===== src/rtl/cpu_sequencer.sv =====
// cpu_sequencer: multi-cycle instruction sequencer.
// Walks each instruction through FETCH, DECODE, REG_READ, EXECUTE, optional MEM
// and WRITEBACK. It owns the program counter and the retired-instruction count.
// FETCH and MEM each wait a bounded number of cycles for the memory acknowledge.
module cpu_sequencer #(
    parameter logic [15:0] RESET_PC    = 16'h0000,
    parameter int          MEM_TIMEOUT = 8
) (
    input  logic        I_clk,
    input  logic        I_reset_n,
    input  logic        I_run,
    input  logic        I_mem_ready,
    input  logic        I_halt,
    input  logic        I_is_mem,
    input  logic        I_wb_en,
    input  logic        I_branch_taken,
    input  logic [15:0] I_branch_target,
    output logic [15:0] O_pc,
    output logic        O_fetch_req,
    output logic        O_dec_enable,
    output logic        O_reg_read_enable,
    output logic        O_alu_enable,
    output logic        O_mem_req,
    output logic        O_reg_write_enable,
    output logic        O_halted,
    output logic        O_fault,
    output logic [3:0]  O_state,
    output logic [15:0] O_retired
);

    typedef enum logic [3:0] {
        ST_IDLE      = 4'd0,
        ST_FETCH     = 4'd1,
        ST_DECODE    = 4'd2,
        ST_REG_READ  = 4'd3,
        ST_EXECUTE   = 4'd4,
        ST_MEM       = 4'd5,
        ST_WRITEBACK = 4'd6,
        ST_HALT      = 4'd7,
        ST_FAULT     = 4'd8
    } state_t;

    // The wait counter holds (cycles already spent waiting). While it equals
    // WAIT_LAST, the current cycle is the last one in which an acknowledge is accepted.
    localparam logic [7:0] WAIT_LAST = 8'(MEM_TIMEOUT - 1);

    state_t      state_reg, state_next;
    logic [7:0]  wait_cnt_reg, wait_cnt_next;
    logic [15:0] pc_reg, pc_next;
    logic [15:0] retired_reg;
    logic        timeout_hit;

    assign timeout_hit = (wait_cnt_reg == WAIT_LAST);

    // Register state, wait counter, PC and retired count. The reset is asynchronous.
    always_ff @(posedge I_clk or negedge I_reset_n) begin
        if (!I_reset_n) begin
            state_reg    <= ST_IDLE;
            wait_cnt_reg <= 8'd0;
            pc_reg       <= RESET_PC;
            retired_reg  <= 16'd0;
        end else begin
            state_reg    <= state_next;
            wait_cnt_reg <= wait_cnt_next;
            pc_reg       <= pc_next;
            if (state_reg == ST_WRITEBACK) begin
                retired_reg <= retired_reg + 16'd1;
            end
        end
    end

    // Next-state logic. An acknowledge in the last allowed cycle beats the timeout.
    always_comb begin
        state_next = state_reg;
        case (state_reg)
            ST_IDLE:      if (I_run) state_next = ST_FETCH;
            ST_FETCH: begin
                if (I_mem_ready)      state_next = ST_DECODE;
                else if (timeout_hit) state_next = ST_FAULT;
            end
            ST_DECODE:    state_next = I_halt ? ST_HALT : ST_REG_READ;
            ST_REG_READ:  state_next = ST_EXECUTE;
            ST_EXECUTE:   state_next = I_is_mem ? ST_MEM : ST_WRITEBACK;
            ST_MEM: begin
                if (I_mem_ready)      state_next = ST_WRITEBACK;
                else if (timeout_hit) state_next = ST_FAULT;
            end
            ST_WRITEBACK: state_next = I_run ? ST_FETCH : ST_IDLE;
            ST_HALT:      state_next = ST_HALT;
            ST_FAULT:     state_next = ST_FAULT;
            default:      state_next = ST_IDLE;
        endcase
    end

    // Wait counter: clear on any state change, otherwise count unacknowledged waits.
    always_comb begin
        wait_cnt_next = wait_cnt_reg;
        if (state_next != state_reg) begin
            wait_cnt_next = 8'd0;
        end else if (((state_reg == ST_FETCH) || (state_reg == ST_MEM)) && !I_mem_ready) begin
            wait_cnt_next = wait_cnt_reg + 8'd1;
        end
    end

    // PC changes only when an instruction retires: branch target or sequential.
    always_comb begin
        pc_next = pc_reg;
        if (state_reg == ST_WRITEBACK) begin
            pc_next = I_branch_taken ? I_branch_target : pc_reg + 16'd1;
        end
    end

    // Moore decode of stage enables and terminal status from the current state.
    always_comb begin
        O_fetch_req       = 1'b0;
        O_dec_enable      = 1'b0;
        O_reg_read_enable = 1'b0;
        O_alu_enable      = 1'b0;
        O_mem_req         = 1'b0;
        O_halted          = 1'b0;
        O_fault           = 1'b0;
        case (state_reg)
            ST_FETCH:    O_fetch_req       = 1'b1;
            ST_DECODE:   O_dec_enable      = 1'b1;
            ST_REG_READ: O_reg_read_enable = 1'b1;
            ST_EXECUTE:  O_alu_enable      = 1'b1;
            ST_MEM:      O_mem_req         = 1'b1;
            ST_HALT:     O_halted          = 1'b1;
            ST_FAULT:    O_fault           = 1'b1;
            default:     ;
        endcase
    end

    // The register-file write follows the decoder flag during WRITEBACK only.
    assign O_reg_write_enable = (state_reg == ST_WRITEBACK) && I_wb_en;

    assign O_state   = state_reg;
    assign O_pc      = pc_reg;
    assign O_retired = retired_reg;

endmodule


===== config.mk =====
export PLATFORM = sky130hd
export DESIGN_NAME = cpu_sequencer
export DESIGN_NICKNAME = d
export VERILOG_FILES = /design/src/rtl/cpu_sequencer.sv
export SDC_FILE = /design/constraint.sdc
export NUM_CORES = 1
export LEC_CHECK = 0
export CAP_MARGIN = 0
export CORE_MARGIN = 5
export CORE_UTILIZATION = 35
export CTS_CLUSTER_SIZE = 14
export DETAILED_ROUTE_END_ITERATION = 8
export GPL_TIMING_DRIVEN = 0
export PLACE_DENSITY_LB_ADDON = 0.08
export SYNTH_ARGS = -nofsm -noshare
export SYNTH_HDL_FRONTEND = slang
export SYNTH_SLANG_ARGS = --single-unit

===== constraint.sdc =====
create_clock -name I_clk -period 2 [get_ports I_clk]
set_input_delay 0.3 -clock I_clk [delete_from_list [all_inputs] [get_ports I_clk]]
set_output_delay 0.3 -clock I_clk [all_outputs]
set_load 0.01 [all_outputs]

; ---- After elaboration in Yosys (flattened, before gate mapping)
; Cells that the tools add are included.
[totals]
rom_bits = 0
output_inout_bits = 44
ramBits = 0
mem_count = 0
latchBits = 0
inputBits = 24
ff_bits = 44
[op_classes]
n_eq_ne = 10
n_div = 0
n_shift = 0
n_lt_le_gt_ge = 0
multipliers = 0
bitwise_logic = 0
n_reduce_logical = 6
add_sub_neg = 3
muxes = 18
[ops]
columns = op, count
row1 = $pmux 4 s9, 1
row2 = $add 16x1->16 const B, 2
row3 = $eq 4x3->1 const B, 4
row4 = $mux 16, 1
row5 = $mux 4, 4
row6 = $mux 8, 2
row7 = $add 8x1->8 const B, 1
row8 = $eq 4x2->1 const B, 2
row9 = $eq 8x3->1 const B, 1
row10 = $mux 1, 8
row11 = $eq 4x1->1 const B, 1
row12 = $eq 4x4->1 const B, 1
row13 = $logic_not 4->1, 1
row14 = $ne 4x4->1, 1
row15 = $mux 3, 1
row16 = $logic_and 1x1->1, 2
row17 = $mux 2, 1
row18 = $reduce_bool 2->1, 1
row19 = $logic_not 1->1, 1
row20 = $logic_or 1x1->1, 1

; ---- Depth between registers and ports, before layout
; Gate-level depths: netlist (run 1).
[logic_depth]
word_depth = 6
mapped_depth = 6
ltp_nobuf = 5

; ---- Least setup slack after synthesis (run 1)
; OpenSTA, ideal clock, no wires.
[synth_timing]
path_type = flip-flop to flip-flop
from = register state_reg[3] (netlist: O_state[3])
to = register wait_cnt_reg[0]
path_buffers = 1
t_required_ns = 1.842
path_stages_with_launch = 5
slack_ns = 0.296
arrival_ns = 1.546
setup_ns = 0.158
cell_sequence = dfrtp_1 buf_1 a21o_1 a221oi_1 nor3_1
[synth_between]
elab_chain_cells = 5
elab_cells_between_ends = 19
[synth_rtl]
columns = item, line
row1 = from (decl), 47  ; state_t state_reg, state_next;
row2 = from (signal assigned), 63  ; state_reg <= state_next;
row3 = $mux 4, "79, 86"
row4 = $mux 4 (on tied branches), "85, 78"
row5 = $pmux 4 s9, 75  ; case (state_reg)
row6 = $ne 4x4->1, 98  ; if (state_next != state_reg) begin
row7 = $mux 8 or $reduce_bool 2->1 (tied branches), n/a
row8 = to (signal assigned), 64  ; wait_cnt_reg <= wait_cnt_next;
row9 = to (decl), 48  ; logic [7:0] wait_cnt_reg, wait_cnt_next;
; Several ways; a longest one is shown, not always the timed one.
; A chain may end at the register's enable or synchronous reset.

; ---- Worst setup path in the final report (run 1)
[layout_timing]
from = register state_reg[2] (netlist: O_state[2])
to = output O_fault
[layout_between]
elab_chain_cells = 2
[layout_rtl]
columns = item, line
row1 = $eq 4x4->1, 122  ; case (state_reg)
row2 = $mux 1, 122
row3 = to (decl), 26  ; output logic O_fault,
; Every way passes these cells.

==> flow_summary.yaml, run 1 <==
floorplan:
  num_io_pins: 68
  die_area_mm2: 0.00895
  core_area_mm2: 0.00687
  initial_core_util_pct: 36.5
  floorplan_row_count: 30
  die_height_um: 94.6
  die_w_um: 94.6
cells_and_area:
  areaGrowthSynthToFinish_pct: 41.5
  commonest_cells_after_routing_fill_and_taps_aside: "58 x sky130_fd_sc_hd__clkdlybuf4s50_1, 41 x sky130_fd_sc_hd__dfrtp_1, 24 x sky130_fd_sc_hd__nor3_1"
  utilization_pct: 51.6
  antennaDiodeCount: 0
  finish.net_count: 383
  post_route_cells_drive_above_1_share_pct: 10.6
  layout.cells.most_common: "sky130_fd_sc_hd__clkdlybuf4s50_1"
worst_setup_path:
  critPathCaptureType: "output port"
  max_fanout_on_critical_path: 10
  cpLargestDelayFamily: "buffers and inverters"
  critical_path_class: "flip-flop to output port"
  critical_path.slowest_cell: "sky130_fd_sc_hd__dfrtp_2"
  worstPathCellList: "buf_4, buf_2, nor3_4, and2_1, clkdlybuf4s15_1"
  worst_ep_required_time_ns: 1.70
  path_buf_inv: 3
  arrival_ns: 1.61
  critical_path.max_stage_delay_ns: 0.42
  crit_path_start_kind: "flip-flop"
global_routing:
  total_overflow_reported_by_the_global_router: 0
  grt_pass1_vias: 2344
  antenna_violations_before_repair: 0
  grtUsageMet1_pct: 22.2
  met2_usage_pct: 25.7
  wire_length_of_the_first_global_routing_pass_mm: 11.5
  pin_count_of_the_biggest_net_entering_global_routing: 25
  grt_util_met3_pct: 3.43
  grt_busiest_layer: "met2"
  global_route.usage.total_pct: 16.1
cts:
  clock_tree.root_cell: "sky130_fd_sc_hd__clkbuf_8"
  ctsLongestPathBuffers: 2
  clk_pin_slew_worst_paths_ns: 0.09
  cts_max_level: 2
  tritoncts_num_sinks: 44
  clock_latency_ns: 0.30
  cts_buffers: 5
  cts_tree: "yes"
yosys:
  synthesis.area_mm2: 0.00250
  synth-seq-area-share_pct: 44.0
  ys_dominant_reg_cell: "sky130_fd_sc_hd__dfrtp_1"
  asyncSetResetFlopFracSynth_pct: 100
  post_synth.cell_area_avg_um2: 9.14
  yosys_warnings: 0
  synth_fp_nets: 301
  synth.lib_cells_used.distinct: 46
  synth_edf_count: 0
  synth-seq-cells: 44
  netlist_instances: 274
timing:
  timing.final.crit_period_ns: 1.91
  layout_worst_path_cycle_share_pct: 95.6
  achievable-frequency_ghz: 0.523
  final-hold-violation-count: 0
  timing.slew.headroom_pct: 56.9
  setup_viol: 0
  clock_skew_after_layout_ns: 0.00865
  drv_slew: 0
  worst_slew_pin_slew_ns: 0.646
pwr:
  design_power_total_mw: 4.20
  p_leak_nw: 1.42
  pwr_density_mw_per_mm2: 1180
  ir_worst_vdd_v: 0.000453
drt:
  dr.first_iter.drc_count: 71
  detailroute.via_count: 2337
  postRouteAntennaNets: 0
  remaining_drc_errors: 0
  detail_route.wl_per_cell_um: 14.9
  route.final.wire_length_mm: 6.77
  drt-vias-per-instance: 5.16
  drt_first_pass_iters: 4
placed_design:
  detailedPlacementHpwl_mm: 5.00
  place.port_buffers: 67
  globalplace.congestion: 0.800
status:
  status: "completed"
job:
  maxCapViolCount: 0
worst_hold_path:
  worst_hold_path_type: "flip-flop to flip-flop"
==> Yosys cell counts (2+ instances only) <==
library cell | count | share of area [%]
sky130_fd_sc_hd__a211oi_1 | 4 | 1.2
sky130_fd_sc_hd__a21oi_1 | 12 | 2.4
sky130_fd_sc_hd__a221oi_1 | 2 | 0.70
sky130_fd_sc_hd__a22oi_1 | 2 | 0.60
sky130_fd_sc_hd__and2_1 | 4 | 1.0
sky130_fd_sc_hd__and3_1 | 5 | 1.2
sky130_fd_sc_hd__and4_1 | 2 | 0.70
sky130_fd_sc_hd__buf_2 | 5 | 1.0
sky130_fd_sc_hd__clkbuf_1 | 13 | 1.9
sky130_fd_sc_hd__dfrtp_1 | 44 | 44
sky130_fd_sc_hd__ha_1 | 3 | 1.5
sky130_fd_sc_hd__inv_1 | 8 | 1.2
sky130_fd_sc_hd__mux2i_1 | 7 | 2.8
sky130_fd_sc_hd__nand2_1 | 23 | 3.4
sky130_fd_sc_hd__nand2b_1 | 2 | 0.50
sky130_fd_sc_hd__nand3_1 | 18 | 3.6
sky130_fd_sc_hd__nand4_1 | 10 | 2.5
sky130_fd_sc_hd__nor2_1 | 12 | 1.8
sky130_fd_sc_hd__nor2b_1 | 3 | 0.75
sky130_fd_sc_hd__nor3_1 | 25 | 5.0
sky130_fd_sc_hd__nor4_1 | 7 | 1.7
sky130_fd_sc_hd__nor4bb_1 | 2 | 0.80
sky130_fd_sc_hd__o21ai_0 | 13 | 2.6
sky130_fd_sc_hd__o2bb2ai_1 | 3 | 1.0
sky130_fd_sc_hd__o311ai_0 | 2 | 0.70
sky130_fd_sc_hd__or3_1 | 2 | 0.50
sky130_fd_sc_hd__xnor2_1 | 19 | 6.6
sky130_fd_sc_hd__xor2_1 | 4 | 1.4
==> final timing paths <==
| path | startpoint | end | slack [ns] | cells past startpoint |
|---|---|---|---|---|
| max | O_state[2]$_DFF_PN0_ | O_fault | 0.09 | 5 |
| min reg2reg | O_retired[15]$_DFFE_PN0N_ | O_retired[15]$_DFFE_PN0N_ | 0.47 | 1 |
| max in group asynchronous | I_reset_n | O_state[2]$_DFF_PN0_ | 0.99 | 3 |
| max reg2reg | O_state[3]$_DFF_PN0_ | wait_cnt_reg[7]$_DFFE_PN0P_ | 0.16 | 6 |
| min in group asynchronous | I_reset_n | O_pc[12]$_DFFE_PN0N_ | 0.51 | 2 |
| min | O_retired[15]$_DFFE_PN0N_ | O_retired[15]$_DFFE_PN0N_ | 0.47 | 1 |
==> layer usage <==
metal  share of wire [%]  routed length [um]  up-vias
met2                  48                3270       55
met5                   0                   0        -
met3                 5.0                 335        5
met4                0.90                  61        0
li1                    -                   -     1162
met1                  46                3100     1115
==> logic make-up after synthesis <==
| family | share of synthesized area, % |
|---|---|
| xor+xnor | 8.04 |
| fa+ha+maj | 1.50 |
| buf+inv | 4.30 |
| mux | 3.25 |
| simple gates | 26.8 |
| compound gates | 12.1 |
| flops | 44.0 |
==> final cells by class <==
type                    count  area, um^2
fillers                   678        3320
multi-input cells         203        1350
flip-flops and latches     44        1100
repair buffers             76         744
well taps                  96         120
plain buffers              18        87.6
clock buffers               5        68.8
clock inverters             3        42.5
inverters                   8        30.0
==> power by group <==
| group | leakage (nW) | internal, mW | switching [mW] |
|---|---|---|---|
| combinational | 0.805 | 1.01 | 1.06 |
| clock | 0.0541 | 0.370 | 0.315 |
| sequential | 0.561 | 1.13 | 0.306 |
| total | 1.42 | 2.51 | 1.68 |
==> repair_timing <==
item                                    CTS  global route
setup buffers                             5             2
hold buffers                              1             0
endpoints found under the setup margin   16            12
endpoints found under the hold margin    20             0
pin swaps                                 1             2
resized for setup                        28             7
==> per-stage QoR <==
step           hold WS, ns  area (um^2)  setup slack [ns]  setup TNS (ns)  cells
2_1_floorplan      0.00441         2500             0.296               0    274
4_1_cts              0.479         3520            0.0129               0    452
3_5_place_dp         0.312         3320            -0.540           -2.32    438
6_report             0.469         3540            0.0871               0    453
5_1_grt              0.519         3540         -0.000263       -0.000263    453
3_3_place_gp         0.459         3300            -0.661          -31.56    437
(Power assumes the default switching activity.)
==> run 2, diff against run 1 <==
--- a/config.mk
+++ b/config.mk
@@ -7,10 +7,11 @@
 export LEC_CHECK = 0
 export CAP_MARGIN = 0
 export CORE_MARGIN = 5
-export CORE_UTILIZATION = 35
+export CORE_UTILIZATION = 45
 export CTS_CLUSTER_SIZE = 14
 export DETAILED_ROUTE_END_ITERATION = 8
 export GPL_TIMING_DRIVEN = 0
+export HOLD_SLACK_MARGIN = 0.02
 export PLACE_DENSITY_LB_ADDON = 0.08
 export SYNTH_ARGS = -nofsm -noshare
 export SYNTH_HDL_FRONTEND = slang
==> run 2 against run 1 <==
Net effect: register-to-register slack worse by 0.03 ns; clock skew is 0.0012 ns higher; hold slack hardly changed; largest power group unchanged; critical endpoint is now O_halted; die area is 20% lower; first-iteration DRC count is 92% higher; wire length is 5.0% lower; clock power is 1% higher.
==> flow_summary.yaml, run 2 (synthesis gave the netlist of run 1 again) <==
worst_setup_path:
  critical_path_class: "flip-flop to output port"
  crit_path_start_kind: "flip-flop"
  r2r_cells: 5
  path_buf_inv: 1
  r2r_setup_slack_ns: 0.13
  arrival_ns: 1.63
  critPathCaptureType: "output port"
  max_fanout_on_critical_path: 6
  worst_ep_required_time_ns: 1.70
  critical_path.max_stage_delay_ns: 0.54
  cpLargestDelayFamily: "buffers and inverters"
  critical_path.slowest_cell: "sky130_fd_sc_hd__clkdlybuf4s50_1"
  worstPathCellList: "nand2b_1, nor2_1, clkdlybuf4s50_1"
  cp_num_cells: 3
drt:
  route.final.wire_length_mm: 6.43
  detailroute.via_count: 2333
  detail_route.wl_per_cell_um: 15.2
  drt-vias-per-instance: 5.50
  dr.first_iter.drc_count: 136
  drt_first_pass_iters: 5
  remaining_drc_errors: 0
  postRouteAntennaNets: 0
timing:
  drv_slew: 0
  timing.slew.headroom_pct: 56.0
  layout_worst_path_cycle_share_pct: 96.3
  setup_repair_after_global_routing_missed_its_margin: "yes"
  worst_slew_pin_slew_ns: 0.659
  hold_ws_ns: 0.469
  final-hold-violation-count: 0
  setup_viol: 0
  clock_skew_after_layout_ns: 0.00990
  achievable-frequency_ghz: 0.519
  timing.final.crit_period_ns: 1.93
cts:
  cts_buffers: 5
  clock_latency_ns: 0.30
  tritoncts_num_sinks: 44
  clk_pin_slew_worst_paths_ns: 0.09
  cts_max_level: 2
  cts_tree: "yes"
  ctsLongestPathBuffers: 2
  clock_tree.root_cell: "sky130_fd_sc_hd__clkbuf_8"
cells_and_area:
  layout.cells.most_common: "sky130_fd_sc_hd__clkdlybuf4s50_1"
  commonest_cells_after_routing_fill_and_taps_aside: "59 x sky130_fd_sc_hd__clkdlybuf4s50_1, 41 x sky130_fd_sc_hd__dfrtp_1, 24 x sky130_fd_sc_hd__nor3_1"
  post_route_cells_drive_above_1_share_pct: 9.09
  fillerInstances: 505
  areaGrowthSynthToFinish_pct: 38.6
  finish.net_count: 378
  utilization_pct: 63.4
  antennaDiodeCount: 0
global_routing:
  global_route.usage.total_pct: 18.1
  grt_pass1_vias: 2168
  wire_length_of_the_first_global_routing_pass_mm: 10.6
  antenna_violations_before_repair: 0
  pin_count_of_the_biggest_net_entering_global_routing: 25
  total_overflow_reported_by_the_global_router: 0
status:
  status: "completed"
worst_hold_path:
  worst_hold_path_type: "flip-flop to flip-flop"
  timing.hold.worst_path_depth: 1
floorplan:
  die_area_mm2: 0.00716
  initial_core_util_pct: 45.8
  core_area_mm2: 0.00547
  num_io_pins: 68
  die_w_um: 84.6
  floorplan_row_count: 27
  die_height_um: 84.6
pwr:
  switching_power_mw: 1.65
  power.share.combinational_pct: 48.3
  p_leak_nw: 1.39
  power.clock.fraction_pct: 16.8
  power.share.switching_pct: 39.9
  ir_worst_vdd_v: 0.000545
  pwr_density_mw_per_mm2: 1190
  seq_power_share_pct: 34.9
  internal_power_mw: 2.48
job:
  maxCapViolCount: 0
placed_design:
  place.port_buffers: 67
  detailedPlacementHpwl_mm: 4.81
  globalplace.congestion: 0.854
run 2: timing repair:
action / CTS / global route
pin swaps: 1 / 1
setup endpoints to repair: 16 / 8
gates resized for setup: 21 / 4
hold endpoints to repair: 20 / 0
hold buffers: 1 / 0
setup buffers: 2 / 0
run 2: metrics by stage:
step / cells / power (mW) / setup slack (ns) / area, um^2 / setup TNS [ns]
3_3_place_gp: 413 / 3.32 / -0.562 / 3270 / -26.94
2_1_floorplan: 274 / 2.44 / 0.296 / 2500 / 0
3_5_place_dp: 414 / 3.36 / -0.429 / 3290 / -2.32
5_1_grt: 424 / 4.40 / -0.0120 / 3470 / -0.0190
4_1_cts: 424 / 4.13 / 0.0398 / 3450 / 0
6_report: 424 / 4.13 / 0.0737 / 3470 / 0
run 2: worst register-to-register path: stages, from the launching register on:
cell	delay, ns
sky130_fd_sc_hd__dfrtp_1	0.42
sky130_fd_sc_hd__ha_1	0.22
sky130_fd_sc_hd__nand4_1	0.22
sky130_fd_sc_hd__or2_2	0.39
sky130_fd_sc_hd__o311ai_0	0.37
sky130_fd_sc_hd__nand3_1	0.11
run 2: layer usage:
layer	global-route usage (%)	wire, um	vias to the layer above
met1	24.8	2970	1114
met5	0	0	-
met4	6.62	82	0
met3	2.75	295	5
li1	-	-	1157
met2	29.0	3080	57
run 2: path summary, 6_finish.rpt:
| path | startpoint | to |
|---|---|---|
| setup / recovery | O_state[3]$_DFF_PN0_ | O_halted |
| hold / removal | O_retired[15]$_DFFE_PN0N_ | O_retired[15]$_DFFE_PN0N_ |
| setup reg to reg | O_pc[0]$_DFFE_PN0N_ | O_pc[12]$_DFFE_PN0N_ |
| hold reg to reg | O_retired[15]$_DFFE_PN0N_ | O_retired[15]$_DFFE_PN0N_ |
| max in group asynchronous | I_reset_n | O_state[2]$_DFF_PN0_ |
| min in group asynchronous | I_reset_n | O_pc[5]$_DFFE_PN0N_ |
run 2: final cells by class:
cell class                 instances  area, um^2  area share (%)
multi-input combinational        203        1340            38.5
sequential                        44        1100            31.8
timing repair buffer              71         709            20.4
buffer                            18        90.1            2.60
tap                               72        90.1            2.60
clock buffer                       5        68.8            1.98
clock inverter                     3        42.5            1.23
inverter                           8        30.0           0.865
run 2: power by group through the flow:
stage	Sequential [mW]	Clock (mW)	Combinational [mW]
final	1.44	0.692	2.00
after global routing	1.48	0.737	2.18
after CTS	1.44	0.710	1.99
after detailed placement	1.45	0	1.91
after global placement	1.45	0	1.87
after floorplan	1.49	0	0.944
==> run 3, diff against run 2 <==
--- a/config.mk
+++ b/config.mk
@@ -5,7 +5,6 @@
 export SDC_FILE = /design/constraint.sdc
 export NUM_CORES = 1
 export LEC_CHECK = 0
-export CAP_MARGIN = 0
 export CORE_MARGIN = 5
 export CORE_UTILIZATION = 45
 export CTS_CLUSTER_SIZE = 14
==> results of run 3 <==
No change in the layout: final DEF, timing and power equal those of run 2.
==> RTL edit 1, RTL diff (config.mk and constraints of run 2) <==
Make the reset (`I_reset_n`) synchronous in one clocked block. Comments in the files are not updated.
--- a/src/rtl/cpu_sequencer.sv
+++ b/src/rtl/cpu_sequencer.sv
@@ -54,5 +54,5 @@
 
     // Register state, wait counter, PC and retired count. The reset is asynchronous.
-    always_ff @(posedge I_clk or negedge I_reset_n) begin
+    always_ff @(posedge I_clk) begin
         if (!I_reset_n) begin
             state_reg    <= ST_IDLE;
Function: differs if I_reset_n is asserted again (counterexample within 4 cycles, from zero or initial values and one cycle with I_reset_n low); with I_reset_n held inactive, the same outputs for 10 cycles.
==> RTL edit 1 against run 2 <==
  * Register-to-register slack worse by 97 ps
  * Via count is 14% higher
  * Final area is 0.54% lower
  * Synthesized area is 1.3% higher
  * First-iteration DRC count is 16% lower
  * Clock skew is 2.5 ps higher
  * Wire length is 13% higher
  * Worst hold slack better by 32 ps
  * Worst setup slack worse by 41 ps
  * Die area is 1.2% higher
  * Sequential cell count stayed put
  * Largest cell class unchanged
Power is not compared: it rests on default switching activity, and its combinational part moved more than twofold at a synthesized area within 25%.
==> RTL edit 1: results (changes against run 2) <==
Run status
  – Status: completed

Global routing
  – Vias in the first global route: 2478 (+14%)
  – Met3 Use GR: 4.17% (+1.4 points)
  – Met2 Usage GRT: 33.5% (+4.4 points)
  – GRT met1 Usage: 26.8% (+2.0 points)
  – Largest net degree at the start of global routing: 16 (-36%)
  – First-pass GRT wire length: 12100 um (+14%)
  – Gr usage total: 20.0% (+1.8 points)

Critical path
  – CP Launch Point: O_pc[0]
  – WP data arrival: 2160 ps (+530 ps)
  – Max FO, Critical Path: 8 (+2)

Final layout
  – FILL cells: 514 (+1.8%)
  – Share of layout cells above drive strength 1: 9.25% (+0.16 points)
  – Nets: 415 (+9.8%)

Detailed routing
  – DRT antenna net count: 0 (unchanged)
  – Initial DRC count: 114 (-16%)
  – WL/cell: 15.8 um (+4.3%)
  – Met2 routed WL: 3510 um (+14%)
  – Routed wl met3: 460 um (+56%)
  – DRT Pass-1 Iters: 5 (unchanged)
  – Met1 wire length: 3280 um (+10%)
  – Vias post-DR: 2667 (+14%)

Min path
  – Hold crit path type: flip-flop to flip-flop
  – Critical hold path startpoint: O_retired[15]

Timing
  – Worst Clk Skew: 12.4 ps (+2.49 ps)
  – Worst slew margin: 58.4% (+2.4 points)

Synthesis
  – Post-synthesis sequential area ratio: 34.7% (-9.3 points)
  – FFs w/ async S/R, synth: 0% (-100 points)
  – Top cells by count, synth: 44 x dfxtp_1, 29 x nand2_1, 25 x nor2_1
  – Synth top area cells: dfxtp_1 35%, nand2_1 4.3%, a21oi_1 3.9%
  – Count of cell types in the netlist: 54 (+17%)
  – Syn_nets: 340 (+13%)

Place
  – Hpwl dp: 5220 um (+8.5%)
  – Gpl congestion: 0.858 (+0.45%)

Clocking
  – CTS clk-pin slew, worst paths: 100 ps
## RTL edit 1: path summary, 6_finish.rpt
path	depth (start not counted)	slack (ps)	endpoint
hold reg to reg	2	500	O_retired[15]
setup reg to reg	5	30	O_pc[12]
hold / removal	2	500	O_retired[15]
setup / recovery	5	30	O_pc[12]
## RTL edit 1: layout make-up
cell class,instances,area share (%)
multi-input combinational,243,44.6
sequential,44,25.7
timing repair buffer,69,19.8
buffer,20,3.44
tap,72,2.61
clock buffer,5,1.99
clock inverter,3,1.34
inverter,5,0.544
## RTL edit 1: logic make-up after synthesis
group	synth area share [%]
and+or+nand+nor	30.4
AOI/OAI and AO/OA	20.1
DFF	34.7
buffers and inverters	5.03
xor gates and xnor gates	5.86
muxes	2.42
adders and majority gates	1.48
## RTL edit 1: power breakdown
part	switching [uW]	leakage [uW]	internal (uW)
Sequential	22.2	0.000356	893
Combinational	196	0.000789	177
Clock	338	0.0000548	377
Total	556	0.00120	1450
## RTL edit 1: per-stage QoR
step	TNS [ps]	instance area (um2)	worst slack (ps)	instances	utilization, %
after CTS	0	3440	3.56	461	62.4
final	0	3450	32.6	461	62.7
after floorplan	0	2540	358	313	-
after detailed placement	-228	3300	-192	452	59.9
after global routing	-63.3	3450	-61.8	461	62.7
after global placement	-183	3300	-170	452	59.9
## RTL edit 1: repair_timing
| item | 4_1_cts | 5_1_grt |
|---|---|---|
| endpoints found under the hold margin | 0 | 0 |
| resized for setup | 15 | 4 |
| endpoints found under the setup margin | 8 | 4 |
| pin swaps | 1 | 2 |
| setup buffers | 2 | 0 |
| hold buffers | 0 | 0 |
## RTL edit 1: critical path: stages (launching register included)
cell,delay (ps)
dfxtp_1,510
ha_1,280
nand4_1,300
nor2_1,380
a31oi_1,140
o221a_2,260
==> RTL edit 2, RTL diff (settings of run 2) <==
Without the edit above. The parameter `MEM_TIMEOUT` goes from 8 to 6.
--- a/src/rtl/cpu_sequencer.sv
+++ b/src/rtl/cpu_sequencer.sv
@@ -5,5 +5,5 @@
 module cpu_sequencer #(
     parameter logic [15:0] RESET_PC    = 16'h0000,
-    parameter int          MEM_TIMEOUT = 8
+    parameter int          MEM_TIMEOUT = 6
 ) (
     input  logic        I_clk,
Formal check against the unedited RTL: not equivalent (a bounded check fails within 10 cycles, from zero or initial values and one cycle with I_reset_n low).
==> RTL edit 2 against run 2 <==
  * The run now ends with negative setup slack left
  * Wire length fell by 0.58%
  * Sequential cell count unchanged
  * Critical endpoint unchanged
  * Final area up 1.8%
  * Worst setup slack worse by 84 ps
  * Core utilization is 1.5 points higher
  * Global-route usage up 0.054 points
  * Maximum frequency decreased by 4.2%
  * Synthesized area about the same
  * Power rose by 6.8%
==> RTL edit 2: results (changes against run 2) <==
Run status
  – Status: complete, but fails checks
  – Failing checks: negative setup slack

Power and ir drop
  – Comb pwr: 2280 uW (+14%)
  – Clk pwr share: 16.2% (-0.6 points)
  – LEAKAGE: 0.00149 uW (+7.2%)
  – Internal cell power: 2690 uW (+8.5%)

Timing
  – Final worst slack: -10.1 ps (-83.7 ps)
  – Final setup vio count: 1 (+1)
  – Worst Clk Skew: 10.2 ps (+0.312 ps)
  – Worst-Margin Slew: 483 ps (-176 ps)

Detailed routing
  – Initial DRC count: 104 (-24%)
  – Vias per cell: 5.66 (+2.9%)

Global routing
  – Met2 Usage GRT: 28.5% (-0.50 points)
  – First-pass GRT wire length: 10800 um (+2.0%)
  – Vias in the first global route: 2251 (+3.8%)

Final layout
  – Sequential cell area: 1100 um2 (-0.34%)
  – Post-route cell area: 3530 um2 (+1.8%)
  – Share of layout cells above drive strength 1: 13.4% (+4.3 points)
  – Inverters, non-clock: 6 (-2)
  – Clock buf/inv share: 3.26% (+0.051 points)
  – Multi-input gate area: 1350 um2 (+1.1%)

Place
  – Pre-CTS setup slack: -669 ps (-239 ps)
  – Gpl congestion: 0.834 (-2.3%)
  – Hpwl dp: 4560 um (-5.1%)

Synthesis
  – Synth top area cells: dfrtp_1 44%, xnor2_1 4.9%, a21oi_1 4.2%
  – Syn_nets: 296 (-1.7%)

Critical path
  – FF-to-FF Start: O_pc[1]
  – Reg-to-reg setup timing slack: 110 ps (-20 ps)

Die
  – Full die area: 7150 um2 (about the same)
## RTL edit 2: cell types whose count changed in the layout (fill, tap and decap cells not counted), sizes merged, moves of 3 or more
| cell | delta |
|---|---|
| a21oi | +9 |
| and3 | +5 |
| buf | +9 |
| clkbuf | -5 |
| mux2i | -5 |
| nand3 | -5 |
| nor2 | +9 |
| nor3 | -20 |
| nor4 | -7 |
| or4 | +3 |
| xnor2 | -5 |
| xor2 | +6 |
## RTL edit 2: kinds of logic (layout without fill, tap and decap cells)
kind of cell / count (synthesis) / in the layout / share of synthesized area [%]
simple gates: 105 / 105 / 23.2
compound gates: 66 / 66 / 17.4
fa+ha+maj: 4 / 4 / 2.00
mux: 2 / 2 / 0.800
buf+inv: 23 / 105 / 4.20
xor+xnor: 24 / 24 / 8.40
flops: 44 / 44 / 44.0
## RTL edit 2: layer usage
layer / wire (um) / part of all wire (%)
met4: 29 / 0.45
met2: 3070 / 48
met5: 0 / 0
met3: 392 / 6.1
met1: 2900 / 45
## RTL edit 2: through the flow
stage               instances  hold WS (ps)  power, uW  TNS [ps]
floorplan                 268          4.41       2530         0
global placement          407           461       3430    -30050
detailed placement        408           215       3470     -4650
CTS                       419           431       4320     -29.4
global route              422           440       4710      -173
finish                    422           418       4410     -10.1
## RTL edit 2: worst max path at each step
stage | end | depth (start not counted) | slack, ps
4_1_cts | O_halted | 5 | -20
2_1_floorplan | wait_cnt_reg[1] | 6 | 150
6_report | O_halted | 5 | -10
5_1_grt | O_halted | 5 | -90
3_5_place_dp | O_reg_write_enable | 6 | -670
3_3_place_gp | O_reg_write_enable | 6 | -640
## RTL edit 2: timing repair
action,CTS,global route
setup buffers,3,3
hold endpoints to repair,12,0
resized for setup,30,11
setup endpoints to repair,28,21
hold buffers,1,0
pin swaps,3,2
